==> src/rtl/if_fetch_buf.sv <==
// if_fetch_buf: in-order fetch slot ring between PC register, instruction memory and decode
module if_fetch_buf #(
  parameter int DEPTH  = 4,
  parameter int ADDR_W = 32,
  parameter int INST_W = 32
) (
  input  logic              clk,
  input  logic              rst_n,
  input  logic [ADDR_W-1:0] pc_i,
  input  logic              flush_i,
  output logic              pc_hold_o,
  output logic              imem_req_o,
  output logic [ADDR_W-1:0] imem_addr_o,
  input  logic              imem_gnt_i,
  input  logic              imem_rvalid_i,
  input  logic [INST_W-1:0] imem_rdata_i,
  output logic              id_valid_o,
  input  logic              id_ready_i,
  output logic [INST_W-1:0] id_inst_o,
  output logic [ADDR_W-1:0] id_pc_o
);
  localparam int PW = $clog2(DEPTH);
  localparam int CW = $clog2(DEPTH + 1);
  // a redirect right after fresh grants can leave more than DEPTH stale responses in flight
  localparam int OW = PW + 3;
  logic [ADDR_W-1:0] slot_pc [DEPTH];
  logic [INST_W-1:0] slot_inst [DEPTH];
  logic [DEPTH-1:0] filled;
  logic [PW-1:0] alloc, fill, head;
  logic [CW-1:0] used, pend;
  logic [OW-1:0] discard, outstanding;
  logic run, grant, pop, rsp_ok, rsp_keep;
  assign imem_req_o  = run && !flush_i && used < CW'(DEPTH);
  assign imem_addr_o = pc_i;
  assign grant       = imem_req_o && imem_gnt_i;
  assign pc_hold_o   = !flush_i && !grant;
  assign id_valid_o  = run && used != '0 && filled[head] && !flush_i;
  assign id_inst_o   = slot_inst[head];
  assign id_pc_o     = slot_pc[head];
  assign pop         = id_valid_o && id_ready_i;
  assign outstanding = discard + OW'(pend);
  assign rsp_ok      = imem_rvalid_i && outstanding != '0;
  assign rsp_keep    = rsp_ok && discard == '0;
  always_ff @(posedge clk or negedge rst_n) begin
    if (!rst_n) begin
      run     <= 1'b0;
      filled  <= '0;
      alloc   <= '0;
      fill    <= '0;
      head    <= '0;
      used    <= '0;
      pend    <= '0;
      discard <= '0;
    end else begin
      run <= 1'b1;
      if (flush_i) begin
        filled  <= '0;
        used    <= '0;
        pend    <= '0;
        fill    <= alloc;
        head    <= alloc;
        discard <= outstanding - OW'(rsp_ok);
      end else begin
        if (grant) begin
          filled[alloc] <= 1'b0;
          alloc         <= alloc + 1'b1;
        end
        if (rsp_keep) begin
          filled[fill] <= 1'b1;
          fill         <= fill + 1'b1;
        end
        if (rsp_ok && discard != '0) discard <= discard - 1'b1;
        if (pop) head <= head + 1'b1;
        used <= used + CW'(grant) - CW'(pop);
        pend <= pend + CW'(grant) - CW'(rsp_keep);
      end
    end
  end
  always_ff @(posedge clk) begin
    if (grant) slot_pc[alloc] <= pc_i;
    if (rsp_keep && !flush_i) slot_inst[fill] <= imem_rdata_i;
  end
endmodule
==> config.mk <==
export PLATFORM = sky130hd
export DESIGN_NAME = if_fetch_buf
export DESIGN_NICKNAME = d
export VERILOG_FILES = /design/src/rtl/if_fetch_buf.sv
export SDC_FILE = /design/constraint.sdc
export NUM_CORES = 1
export LEC_CHECK = 0
export BUFFER_PORTS_ARGS = -buffer_cell sky130_fd_sc_hd__buf_2
export CAP_MARGIN = 40
export CORE_MARGIN = 10
export CORE_UTILIZATION = 30
export DETAILED_ROUTE_END_ITERATION = 6
export GPL_TIMING_DRIVEN = 0
export PLACE_DENSITY = 0.53
export SLEW_MARGIN = 10
export SYNTH_ARGS = -nofsm -noshare
export SYNTH_HDL_FRONTEND = slang
export SYNTH_SLANG_ARGS = --single-unit
==> constraint.sdc <==
create_clock -name clk -period 4.93 [get_ports clk]
set_input_delay 0.7395 -clock clk [delete_from_list [all_inputs] [get_ports clk]]
set_output_delay 0.7395 -clock clk [all_outputs]
set_load 0.02 [all_outputs]
Word-level counts from Yosys, hierarchy flattened
Memories as Yosys holds them, arrays and structs flattened. Index checks and enable logic that the tools add are counted.

Register bits after elaboration: 22. Bits in writable memories: 256. Input port bits: 70. Output and inout bits: 99. Word-level logic and storage cells: 76. Memories kept: 2.

Memory list: slot_inst (depth 4, width 32, rd ports 1, clocked after memory_dff 0, wr ports 1, line 27) `logic [INST_W-1:0] slot_inst [DEPTH];`; slot_pc (depth 4, width 32, rd ports 1, clocked after memory_dff 0, wr ports 1, line 26) `logic [ADDR_W-1:0] slot_pc [DEPTH];`.

Add/subtract/negate cells: 10. Magnitude comparators: 6. Mux-type cells: 22. Bitwise operators: 4. Reductions and logical operators: 24.

Operators by type and width (count): $mux W4 (4); $logic_and A1 B1 Y1 (14); $mux W5 (2); $reduce_bool A5 Y1 (2); $lt A2 B3 Y1 const B (3); $mux W2 (4); $mux W1 (7); $add A2 B1 Y2 const B (3); $add A3 B1 Y3 (2); $mux W3 (2); $reduce_bool A2 Y1 (3); $sub A3 B1 Y3 (2); $add A5 B3 Y5 (1); $logic_not A5 Y1 (1); $sub A5 B1 Y5 (1); $sub A5 B1 Y5 const B (1); $and A4 B4 Y4 (1); $demux W1 S2 (2); $ge A2 B1 Y1 const B (2); $not A4 Y4 (1); $or A4 B4 Y4 (1); $lt A3 B3 Y1 const B (1); $reduce_bool A3 Y1 (1); $bmux W1 S2 (1); 3 further kinds (4).

Depth between registers and ports, before layout
Gate-level depths: netlist (run 1).

Depth after elaboration: 11. Gate-level depth with buffers: 13. Mapped depth without buffers: 13.

Worst setup path after synthesis (run 1)
No wires, ideal clock.

Kind: register to register. Start point: register discard[0]. End point: memory slot_inst[3][0], enable pin. Setup time: 0.468 ns. Arrival time: 4.187 ns. Required time: 4.462 ns. Setup slack: 0.275 ns. Cell stages (with the launch flop): 9. Path buffers: 0. Period minus slack after synthesis: 4.655 ns. Cells stage by stage: dfrtp_1 ha_1 inv_1 fa_1 nand2b_1 a211o_1 o2111ai_4 nand2_2 nor3b_1.

Longest elaborated chain between the ends: 7. Elaborated cells on any way between the ends: 8. Classes of those cells: add/sub: 1; mux: 2; reduce/logical: 5.

Ends and longest elaborated chain: from (decl) (line 31) `logic [OW-1:0] discard, outstanding;`; from (signal assigned) (line 62) `discard <= outstanding - OW'(rsp_ok);`; from (signal assigned) (line 72) `if (rsp_ok && discard != '0) discard <= discard - 1'b1;`; $add A5 B3 Y5 (line 41) `assign outstanding = discard + OW'(pend);`; $reduce_bool A5 Y1 (line 42) `assign rsp_ok = imem_rvalid_i && outstanding != '0;`; $logic_and A1 B1 Y1 (line 42); $logic_and A1 B1 Y1 (*) (line 43) `assign rsp_keep = rsp_ok && discard == '0;`; $logic_and A1 B1 Y1 (*) (line 81) `if (rsp_keep && !flush_i) slot_inst[fill] <= imem_rdata_i;`; $mux W1 (*) (line 81); $mux W1 (not written as such) (*) (line 81); to (decl) (line 27).

Mark *: on every way between the ends. The rest lies on a longest branch, timed or not.

Final worst setup path (run 1)
Start point: register discard[0]. End point: memory slot_inst[3][6], enable pin.

The elaborated chain is that of the path after synthesis.

==> flow_summary.yaml, run 1 <==
timing:
  timing.final.crit_share: 0.748
  fmax_mhz: 271
  hold_viol: 0
  finalWorstPathRequiredPeriod_ns: 3.69
  finalSetupViolCount: 0
  slew_headroom: 0.429
  rsz0062_at_grt: "false"
  clock_skew_ns: 0.0176
  finalMaxSlewViolations: 0
  tightest_slew_ns: 0.852
critical_path:
  cp-end-kind: "flop"
  start_kind: "flop"
  cp.required_ns: 5.18
  cp_max_fo: 9
  cp_data_arrival_time_ns: 3.94
  ff2ff_path_depth: 11
  reg2reg_slack_ns: 1.24
  critPathKind: "reg -> reg"
  worstReg2RegStart: "discard[0]"
  r2r_end: "slot_inst[3][6]"
place:
  place_inst: 1188
  routabilityCongestion: 0.729
  port-buffer-count: 168
  place_hpwl_mm: 16.6
  post_dp_cell_area_mm2: 0.0127
power_and_ir_drop:
  cellPowerDensity_mw_per_mm2: 477
  p_int_mw: 4.65
  p_seq_frac: 0.420
  clockPowerShare: 0.334
  power.leakage_nw: 4.93
  power.switching_mw: 1.87
  swShare: 0.287
  p_comb_frac: 0.247
  ir_drop_mv: 0.259
clock_network:
  cts_tree: "yes"
  cts_setup_buffers: 0
  clk_pin_slew_ns: 0.06
  cts.sinks: 278
  cts-root-buf: "clkbuf_16"
  clk_latency_ns: 0.56
  cts_hold_buf: 0
  post_cts_resized: 0
  cts_made_buffers: 31
  ctsLongestPathBuffers: 3
  htreeDepth: 1
synth:
  ys_types: 48
  avgSynthCellArea_um2: 20.7
  synth_seq_area_share: 0.747
  ys_seq_elements: 278
  async_flop_share: 0.0791
  yosys_most_used_dff: "edfxtp_1"
  synth_cells: 533
  synthesis.area_mm2: 0.0110
  synth-edff-count: 256
  syn-num-nets: 623
  synth_warnings: 0
routing:
  num_vias: 5550
  antenna_left: 0
  wire_per_inst_um: 19.3
  drtIter0Drc: 335
  routed_via_density: 4.47
  drc_errors: 0
  totalWireLength_mm: 24.0
  drtPass1Iterations: 4
die:
  row_count: 70
  die_h_um: 212
  start_util: 0.303
  die_w_um: 212
  core_area_mm2: 0.0364
  io_pins: 169
  die_area_mm2: 0.0449
global_route:
  antenna_found_initial: 1
  grt_pass1_vias: 6133
  grt.overflow.total: 0
  grt_pass1_wl_mm: 36.8
  grt_usage: 0.106
  grt_max_degree: 32
final_layout:
  fin_area_mm2: 0.0137
  nets: 843
  fin_cells: 1241
  syn2layout_area_growth_pct: 23.7
  layout-drive-gt1-share: 0.453
outcome:
  status: "finished clean"
job:
  cap_violations: 0
hold_path:
  min_path_type: "in -> async"
## power by group through the flow
stage | combinational [mW] | sequential, mW | clock [mW]
floorplan | 1.12 | 2.77 | 0
CTS | 1.67 | 2.74 | 2.24
finish | 1.61 | 2.74 | 2.17
global placement | 1.64 | 2.79 | 0
detailed placement | 1.66 | 2.79 | 0
global route | 1.75 | 2.75 | 2.33
## cell type report
class / instances / area [um^2]
fill: 3388 / 22800
sequential: 278 / 8240
multi-input combinational: 180 / 2400
timing repair buffer: 187 / 1060
clock buffer: 35 / 791
tap: 468 / 586
buffer: 53 / 337
clock inverter: 17 / 159
inverter: 22 / 82.6
antenna: 1 / 2.50
## synth_stat cells, types with 2 or more instances
master / instances / area, um^2
nand2_1: 9 / 33.8
mux4_2: 65 / 1460
ha_1: 17 / 213
dfrtp_1: 22 / 551
xor2_1: 3 / 26.3
edfxtp_1: 256 / 7690
and4_1: 2 / 17.5
xnor2_1: 6 / 52.6
nand3_1: 3 / 15.0
nor2_1: 15 / 56.3
buf_4: 32 / 240
o211ai_1: 2 / 15.0
a31oi_1: 3 / 18.8
and3_1: 5 / 31.3
a32oi_1: 4 / 35.0
a21oi_1: 4 / 20.0
nor2b_1: 5 / 31.3
fa_1: 3 / 60.1
and2_1: 3 / 18.8
o21ai_0: 2 / 10.0
inv_1: 22 / 82.6
buf_1: 3 / 11.3
buf_2: 8 / 40.0
clkbuf_1: 9 / 33.8
a211o_1: 2 / 17.5
nor3b_1: 6 / 45.0
## worst max-delay path by stage
stage	start	endpoint	cells past startpoint
after floorplan	discard[0]	slot_inst[3][0]	8
after global placement	discard[0]	slot_inst[1][7]	8
after detailed placement	discard[0]	slot_inst[3][2]	11
after CTS	discard[0]	slot_inst[3][6]	11
after global routing	discard[0]	slot_inst[3][6]	11
final	discard[0]	slot_inst[3][6]	11
## registers in the layout (all words and copies together) (netlist names)
| name | count |
|---|---|
| pend | 3 |
| used | 3 |
| slot_inst | 128 |
| run | 1 |
| fill | 2 |
| slot_pc | 128 |
| filled | 4 |
| discard | 5 |
| alloc | 2 |
| head | 2 |
## metal layers
layer	track usage	part of all wire	vias to the layer above
met5	0	0	-
met4	0.0362	0.022	0
met3	0.0240	0.053	36
met2	0.179	0.49	113
met1	0.131	0.43	2862
li1	-	-	2539
## metrics by stage
stage	hold WS [ns]	utilization	setup TNS, ns	setup WS, ns	total power, mW
floorplan	0.444	-	0	0.275	3.89
global placement	0.508	0.342	-269.53	-2.15	4.42
detailed placement	0.512	0.349	0	1.16	4.44
CTS	0.149	0.375	0	1.14	6.64
global route	0.179	0.375	0	0.977	6.83
finish	0.164	0.375	0	1.24	6.52
## critical path, stage by stage, from the launching register on
cell	delay, ns
dfrtp_1	0.38
ha_1	0.20
inv_1	0.06
fa_1	0.41
nand2b_1	0.19
a211o_1	0.34
o2111ai_4	0.16
nand2_2	0.20
nor3b_2	0.70
buf_4	0.33
buf_4	0.23
buf_6	0.18
## cells by family after synthesis
| family | share of synthesized area |
|---|---|
| buf+inv | 0.0380 |
| fa+ha+maj | 0.0247 |
| xor+xnor | 0.00862 |
| flops | 0.747 |
| mux | 0.134 |
| other cells | 0.000340 |
| simple gates | 0.0274 |
| compound gates | 0.0206 |
## layout by cell type, fill, tap and decap left out, types with 9 or more instances in the layout
cell / instances
clkbuf_1: 13
clkbuf_16: 31
buf_2: 176
edfxtp_1: 256
mux4_2: 65
nor2_1: 15
dfrtp_1: 22
buf_4: 40
ha_1: 17
nand2_1: 9
inv_1: 18
Note: power is estimated with default switching activity, not from simulation.
==> run 2: changes to the inputs <==
--- a/config.mk
+++ b/config.mk
@@ -11,7 +11,7 @@
 export CORE_UTILIZATION = 30
 export DETAILED_ROUTE_END_ITERATION = 6
 export GPL_TIMING_DRIVEN = 0
-export PLACE_DENSITY = 0.53
+export PLACE_DENSITY = 0.52
 export SLEW_MARGIN = 10
 export SYNTH_ARGS = -nofsm -noshare
 export SYNTH_HDL_FRONTEND = slang
==> constraint.sdc (replaced) <==
create_clock -name clk -period 3.5 [get_ports clk]
set_input_delay 0.525 -clock clk [delete_from_list [all_inputs] [get_ports clk]]
set_output_delay 0.525 -clock clk [all_outputs]
set_load 0.02 [all_outputs]
==> run 2 against run 1 <==
Against the previous run:
- fmax grew 13%
- via count is 0.23% higher
- wire length about the same
- register-to-register slack got worse by 1.0 ns
- sequential power is 41% higher
- clock power rose by 39%
- largest power group unchanged
==> flow_summary.yaml, run 2 (same netlist as run 1, synthesis figures left out) <==
clock_network:
  clk_latency_ns: 0.56
  clk_pin_slew_ns: 0.06
  cts_made_buffers: 31
  cts_tree: "yes"
  cts-root-buf: "clkbuf_16"
  ctsLongestPathBuffers: 3
  cts.sinks: 278
  htreeDepth: 1
critical_path:
  cp.required_ns: 3.77
  cpPeakStageDelay_ns: 0.42
  cp_max_fo: 13
  cp_data_arrival_time_ns: 3.53
  r2r_end: "slot_inst[2][2]"
  crit_top_cell: "buf_8"
  path_cells: "ha_1 -> inv_1 -> fa_1 -> nand2b_1 -> a211o_1 -> o2111ai_4 -> nand2_2 -> nor3b_4 -> buf_8 -> buf_8 -> buf_6"
  cp-end-kind: "flop"
  reg2reg_slack_ns: 0.25
  critPathSlowestCell: "fa_1"
  worstReg2RegStart: "discard[0]"
  critPathKind: "reg -> reg"
  crit_path_start: "discard[0]"
  ff2ff_path_depth: 11
  start_kind: "flop"
final_layout:
  most-common-layout-cells: "edfxtp_1 (256), buf_2 (175), mux4_2 (65)"
  n_fill_cell: 3386
  fin_cells: 1243
  fin_util: 0.377
  nets: 841
  layout-drive-gt1-share: 0.447
  final_common_cell: "edfxtp_1"
  top_regs: "slot_inst: 128 flops, slot_pc: 128 flops, discard: 5 flops"
  syn2layout_area_growth_pct: 24.4
global_route:
  grt_pass1_wl_mm: 36.6
  antenna_found_initial: 1
  grt_pass1_vias: 6089
  grt_usage: 0.106
  grt_max_degree: 26
  grt.overflow.total: 0
power_and_ir_drop:
  power.leakage_nw: 4.97
  cellPowerDensity_mw_per_mm2: 667
  ir_drop_mv: 0.358
die:
  io_pins: 169
  core_area_mm2: 0.0364
  start_util: 0.303
  die_h_um: 212
  die_area_mm2: 0.0449
  row_count: 70
  die_w_um: 212
routing:
  num_vias: 5563
  drc_errors: 0
  wire_per_inst_um: 19.3
  antenna_left: 0
  totalWireLength_mm: 24.0
  routed_via_density: 4.48
  drtIter0Drc: 269
  drtPass1Iterations: 4
timing:
  slew_headroom: 0.528
  timing.final.crit_share: 0.930
  fmax_mhz: 307
  setup_ws_ns: 0.245
  finalSetupViolCount: 0
  finalMaxSlewViolations: 0
  finalWorstPathRequiredPeriod_ns: 3.25
  hold_viol: 0
  clock_skew_ns: 0.0196
  rsz0062_at_grt: "false"
  fin_setup_tns_ns: 0
  tightest_slew_ns: 0.709
place:
  place_inst: 1184
  place_ws_ns: -0.0468
  routabilityCongestion: 0.720
  port-buffer-count: 168
  place_hpwl_mm: 16.8
job:
  cap_violations: 0
hold_path:
  hold_depth: 1
  hold_end: "slot_inst[3][17]"
  worstHoldStart: "imem_rdata_i[17]"
  min_path_type: "in -> reg"
outcome:
  status: "finished clean"
[run 2: cell types whose count changed in the layout (fill, tap and decap cells not counted), sizes merged]
cell,before,now
dlygate4sd3,0,1
buf,231,227
clkinv,11,10
clkbuf,44,51
bufinv,3,2
inv,23,25
clkinvlp,2,0
[run 2: critical path, delay by kind of cell, from the launching register on]
family | cells | cell delay, ns
AOI/OAI and AO/OA | 2 | 0.51
adders and majority gates | 2 | 0.62
buffers and inverters | 4 | 0.61
DFF | 1 | 0.40
and+or+nand+nor | 3 | 0.83
[run 2: per-layer routing]
metal / global-route usage / share of wire / vias up
li1: - / - / 2541
met1: 0.132 / 0.42 / 2878
met2: 0.179 / 0.50 / 116
met3: 0.0222 / 0.050 / 28
met4: 0.0357 / 0.021 / 0
met5: 0 / 0 / -
[run 2: cell type report]
class,count,area [um^2],share of cell area
Clock inverter,15,131,0.00957
Inverter,22,82.6,0.00601
Tap cell,468,586,0.0426
Clock buffer,41,813,0.0592
Sequential cell,278,8240,0.600
Multi-Input combinational cell,180,2420,0.176
Antenna cell,1,2.50,0.000182
Timing Repair Buffer,185,1120,0.0813
Buffer,53,339,0.0247
[run 2: through the flow]
stage	area, um^2	hold slack, ns	power, mW
2_1_floorplan	11100	0.229	5.48
3_3_place_gp	12500	0.497	6.25
3_5_place_dp	12800	0.504	6.29
4_1_cts	13700	0.139	9.36
5_1_grt	13700	0.153	9.63
6_report	13700	0.176	9.16
[run 2: where the power goes]
part	internal [mW]	switching [mW]	total [mW]
logic	0.966	1.32	2.28
registers	3.78	0.0748	3.85
clock network	1.77	1.25	3.02
[run 2: how the worst max path moves through the flow]
stage | depth (start not counted) | to | slack [ns]
2_1_floorplan | 8 | slot_inst[0][0] | -0.05
3_5_place_dp | 10 | slot_inst[0][0] | -0.05
4_1_cts | 5 | id_inst_o[5] | 0.1
5_1_grt | 11 | slot_inst[2][2] | 0.05
6_report | 11 | slot_inst[2][2] | 0.25
3_3_place_gp | 8 | slot_inst[2][0] | -1.43
[run 2: what timing repair did]
action	CTS	global route
buffers inserted	1	0
resized for setup	0	1
pin swaps	1	0
hold buffers	1	0
endpoints found under the setup margin	11	2
endpoints found under the hold margin	22	0
==> run 3: changes to the inputs <==
--- a/config.mk
+++ b/config.mk
@@ -5,13 +5,14 @@
 export SDC_FILE = /design/constraint.sdc
 export NUM_CORES = 1
 export LEC_CHECK = 0
+export ABC_AREA = 1
 export BUFFER_PORTS_ARGS = -buffer_cell sky130_fd_sc_hd__buf_2
 export CAP_MARGIN = 40
 export CORE_MARGIN = 10
 export CORE_UTILIZATION = 30
 export DETAILED_ROUTE_END_ITERATION = 6
 export GPL_TIMING_DRIVEN = 0
-export PLACE_DENSITY = 0.52
+export PLACE_DENSITY = 0.51
 export SLEW_MARGIN = 10
 export SYNTH_ARGS = -nofsm -noshare
 export SYNTH_HDL_FRONTEND = slang
==> run 3 against run 2 <==
Against the previous run:
- first-iteration DRC count rose by 49%
- setup slack improved by 0.092 ns
- clock-buffer cell count fell by 4
- critical path type is now reg -> out
- highest routed layer is now met5
==> flow_summary.yaml, run 3 <==
die:
  io_pins: 169
  die_h_um: 215
  die_area_mm2: 0.0462
  row_count: 71
  die_w_um: 215
  core_area_mm2: 0.0376
  start_util: 0.303
place:
  routabilityCongestion: 0.775
  port-buffer-count: 167
  place_hpwl_mm: 20.3
routing:
  wire_per_inst_um: 18.4
  drc_errors: 0
  drtPass1Iterations: 4
  drtIter0Drc: 401
  totalWireLength_mm: 29.7
  antenna_left: 0
  num_vias: 7241
  routed_via_density: 4.48
synth:
  ys_seq_elements: 278
  ys_types: 39
  synth_seq_area_share: 0.723
  post_synth_mux_area_share: 0.000878
  synth.cells.most_frequent: "edfxtp_1 (256), nor2_1 (149), o21ai_0 (136)"
  synthAdderAreaFrac: 0.0239
  yosys-top-cells-area: "edfxtp_1 (67%), o21ai_0 (6.0%), nor2_1 (4.9%)"
  synth_most_common_cell: "edfxtp_1"
  synth-edff-count: 256
  synthesis.area_mm2: 0.0114
  synth_xor_area_frac: 0.00307
  synth_warnings: 0
  yosys_most_used_dff: "edfxtp_1"
  synth_top_area_frac: 0.675
  synth_cells: 877
  avgSynthCellArea_um2: 13.0
  synth_compound_area_frac: 0.103
  async_flop_share: 0.0791
  syn-num-nets: 967
  synth_simple_gate_area_frac: 0.0908
  synth_top_family_by_area: "compound AO/OA/AOI/OAI gates"
  synth_top_area_cell: "edfxtp_1"
timing:
  finalSetupViolCount: 0
  finalMaxSlewViolations: 0
  hold_viol: 0
  fin_setup_tns_ns: 0
  clock_skew_ns: 0.0242
  fmax_mhz: 316
  rsz0062_at_grt: "false"
  tightest_slew_ns: 0.644
  slew_headroom: 0.570
  timing.final.crit_share: 0.903
  finalWorstPathRequiredPeriod_ns: 3.16
clock_network:
  cts_setup_buffers: 0
  cts_made_buffers: 29
  post_cts_resized: 0
  clk_pin_slew_ns: 0.06
  cts-root-buf: "clkbuf_16"
  cts_hold_buf: 1
  ctsLongestPathBuffers: 3
  clk_latency_ns: 0.55
  htreeDepth: 1
  cts.sinks: 278
  cts_tree: "yes"
critical_path:
  worstReg2RegStart: "discard[0]"
  cp_max_fo: 10
  path_cells: "buf_4 -> inv_1 -> buf_4 -> clkbuf_1 -> o21ai_0 -> o22ai_1 -> buf_2"
  cp_data_arrival_time_ns: 2.64
  crit_top_cell: "buf_4"
  reg2reg_slack_ns: 0.63
  critPathSlowestCell: "clkbuf_1"
  cpPeakStageDelay_ns: 0.47
  cp.required_ns: 2.97
  critPathKind: "reg -> out"
  ff2ff_path_depth: 11
  r2r_end: "slot_inst[0][24]"
  cp-end-kind: "primary output"
  start_kind: "flop"
power_and_ir_drop:
  cellPowerDensity_mw_per_mm2: 691
  ir_drop_mv: 0.297
  finalPower_mw: 9.66
  power.leakage_nw: 5.14
final_layout:
  nets: 1174
  syn2layout_area_growth_pct: 22.6
  final_common_cell: "edfxtp_1"
  layout-drive-gt1-share: 0.260
  most-common-layout-cells: "edfxtp_1 (256), buf_2 (177), nor2_1 (141)"
  top_regs: "slot_inst: 128 flops, slot_pc: 128 flops, discard: 5 flops"
  n_fill_cell: 3624
job:
  cap_violations: 0
global_route:
  met3_usage: 0.0267
  grt_pass1_vias: 7588
  grt_usage: 0.124
  grt_util_met2: 0.214
  grt.overflow.total: 0
  use_met1: 0.155
  antenna_found_initial: 4
  grt-busiest-layer: "met2"
  grt_pass1_wl_mm: 45.0
  grt_max_degree: 26
hold_path:
  min_path_type: "in -> reg"
  worstHoldStart: "imem_rdata_i[3]"
  hold_depth: 1
  hold_end: "slot_inst[3][3]"
outcome:
  status: "finished clean"
[run 3: cell count changes after synthesis, sizes merged, moves of 22 or more]
cell / delta
clkbuf: +23
nand3: +22
mux4: -65
nor2: +136
nand2: +42
o21ai: +139
o22ai: +63
[run 3: stage by stage]
stage	hold WS, ns	utilization	cells	cell area (um^2)	worst slack [ns]
after floorplan	0.229	-	877	11400	0.187
final	0.195	0.372	1618	14000	0.338
after CTS	0.166	0.372	1616	14000	0.261
after global routing	0.164	0.372	1616	14000	0.219
after detailed placement	0.530	0.349	1563	13100	0.566
after global placement	0.523	0.342	1555	12900	-1.44
[run 3: worst max path at each step]
stage,start,endpoint
after floorplan,discard[0],slot_inst[0][0]
after global placement,discard[0],slot_inst[0][15]
after detailed placement,discard[0],slot_inst[0][15]
after CTS,head[0],id_pc_o[30]
after global routing,head[0],id_pc_o[28]
final,head[0],id_pc_o[27]
[run 3: critical path: cells and delay by family, from the launching register on]
kind | cells | cell delay (ns)
DFF | 1 | 0.36
AOI/OAI and AO/OA | 2 | 0.41
buffers and inverters | 5 | 1.32
[run 3: area by class of cell]
class                      count  area [um^2]  share of cell area
sequential                   278         8240               0.590
clock inverter                15         87.6             0.00627
buffer                        81          482              0.0345
antenna                        2         5.00            0.000358
tap                          511          639              0.0458
inverter                      40          150              0.0107
multi-input combinational    478         2580               0.185
timing repair buffer         176         1030              0.0736
clock buffer                  37          756              0.0541
[run 3: per-layer routing]
layer | part of all wire | vias to the layer above | wire, um
met5 | 0.00034 | - | 10
met4 | 0.018 | 2 | 525
met3 | 0.048 | 35 | 1420
met2 | 0.49 | 144 | 14600
met1 | 0.44 | 3508 | 13100
li1 | - | 3552 | -
[run 3: cells by family after synthesis]
family | count (synthesis)
flip-flops | 278
AND/OR/NAND/NOR | 237
AO/OA/AOI/OAI | 215
buffers and inverters | 121
adder cells (fa/ha/maj) | 20
XOR/XNOR | 4
other | 1
multiplexers | 1
[run 3: report_power, final]
group | internal [mW] | leakage (nW) | total [mW] | switching, mW
registers | 3.82 | 2.59 | 3.91 | 0.0937
clock network | 1.53 | 0.408 | 2.75 | 1.23
logic | 0.912 | 2.14 | 2.99 | 2.08
total | 6.26 | 5.14 | 9.66 | 3.40
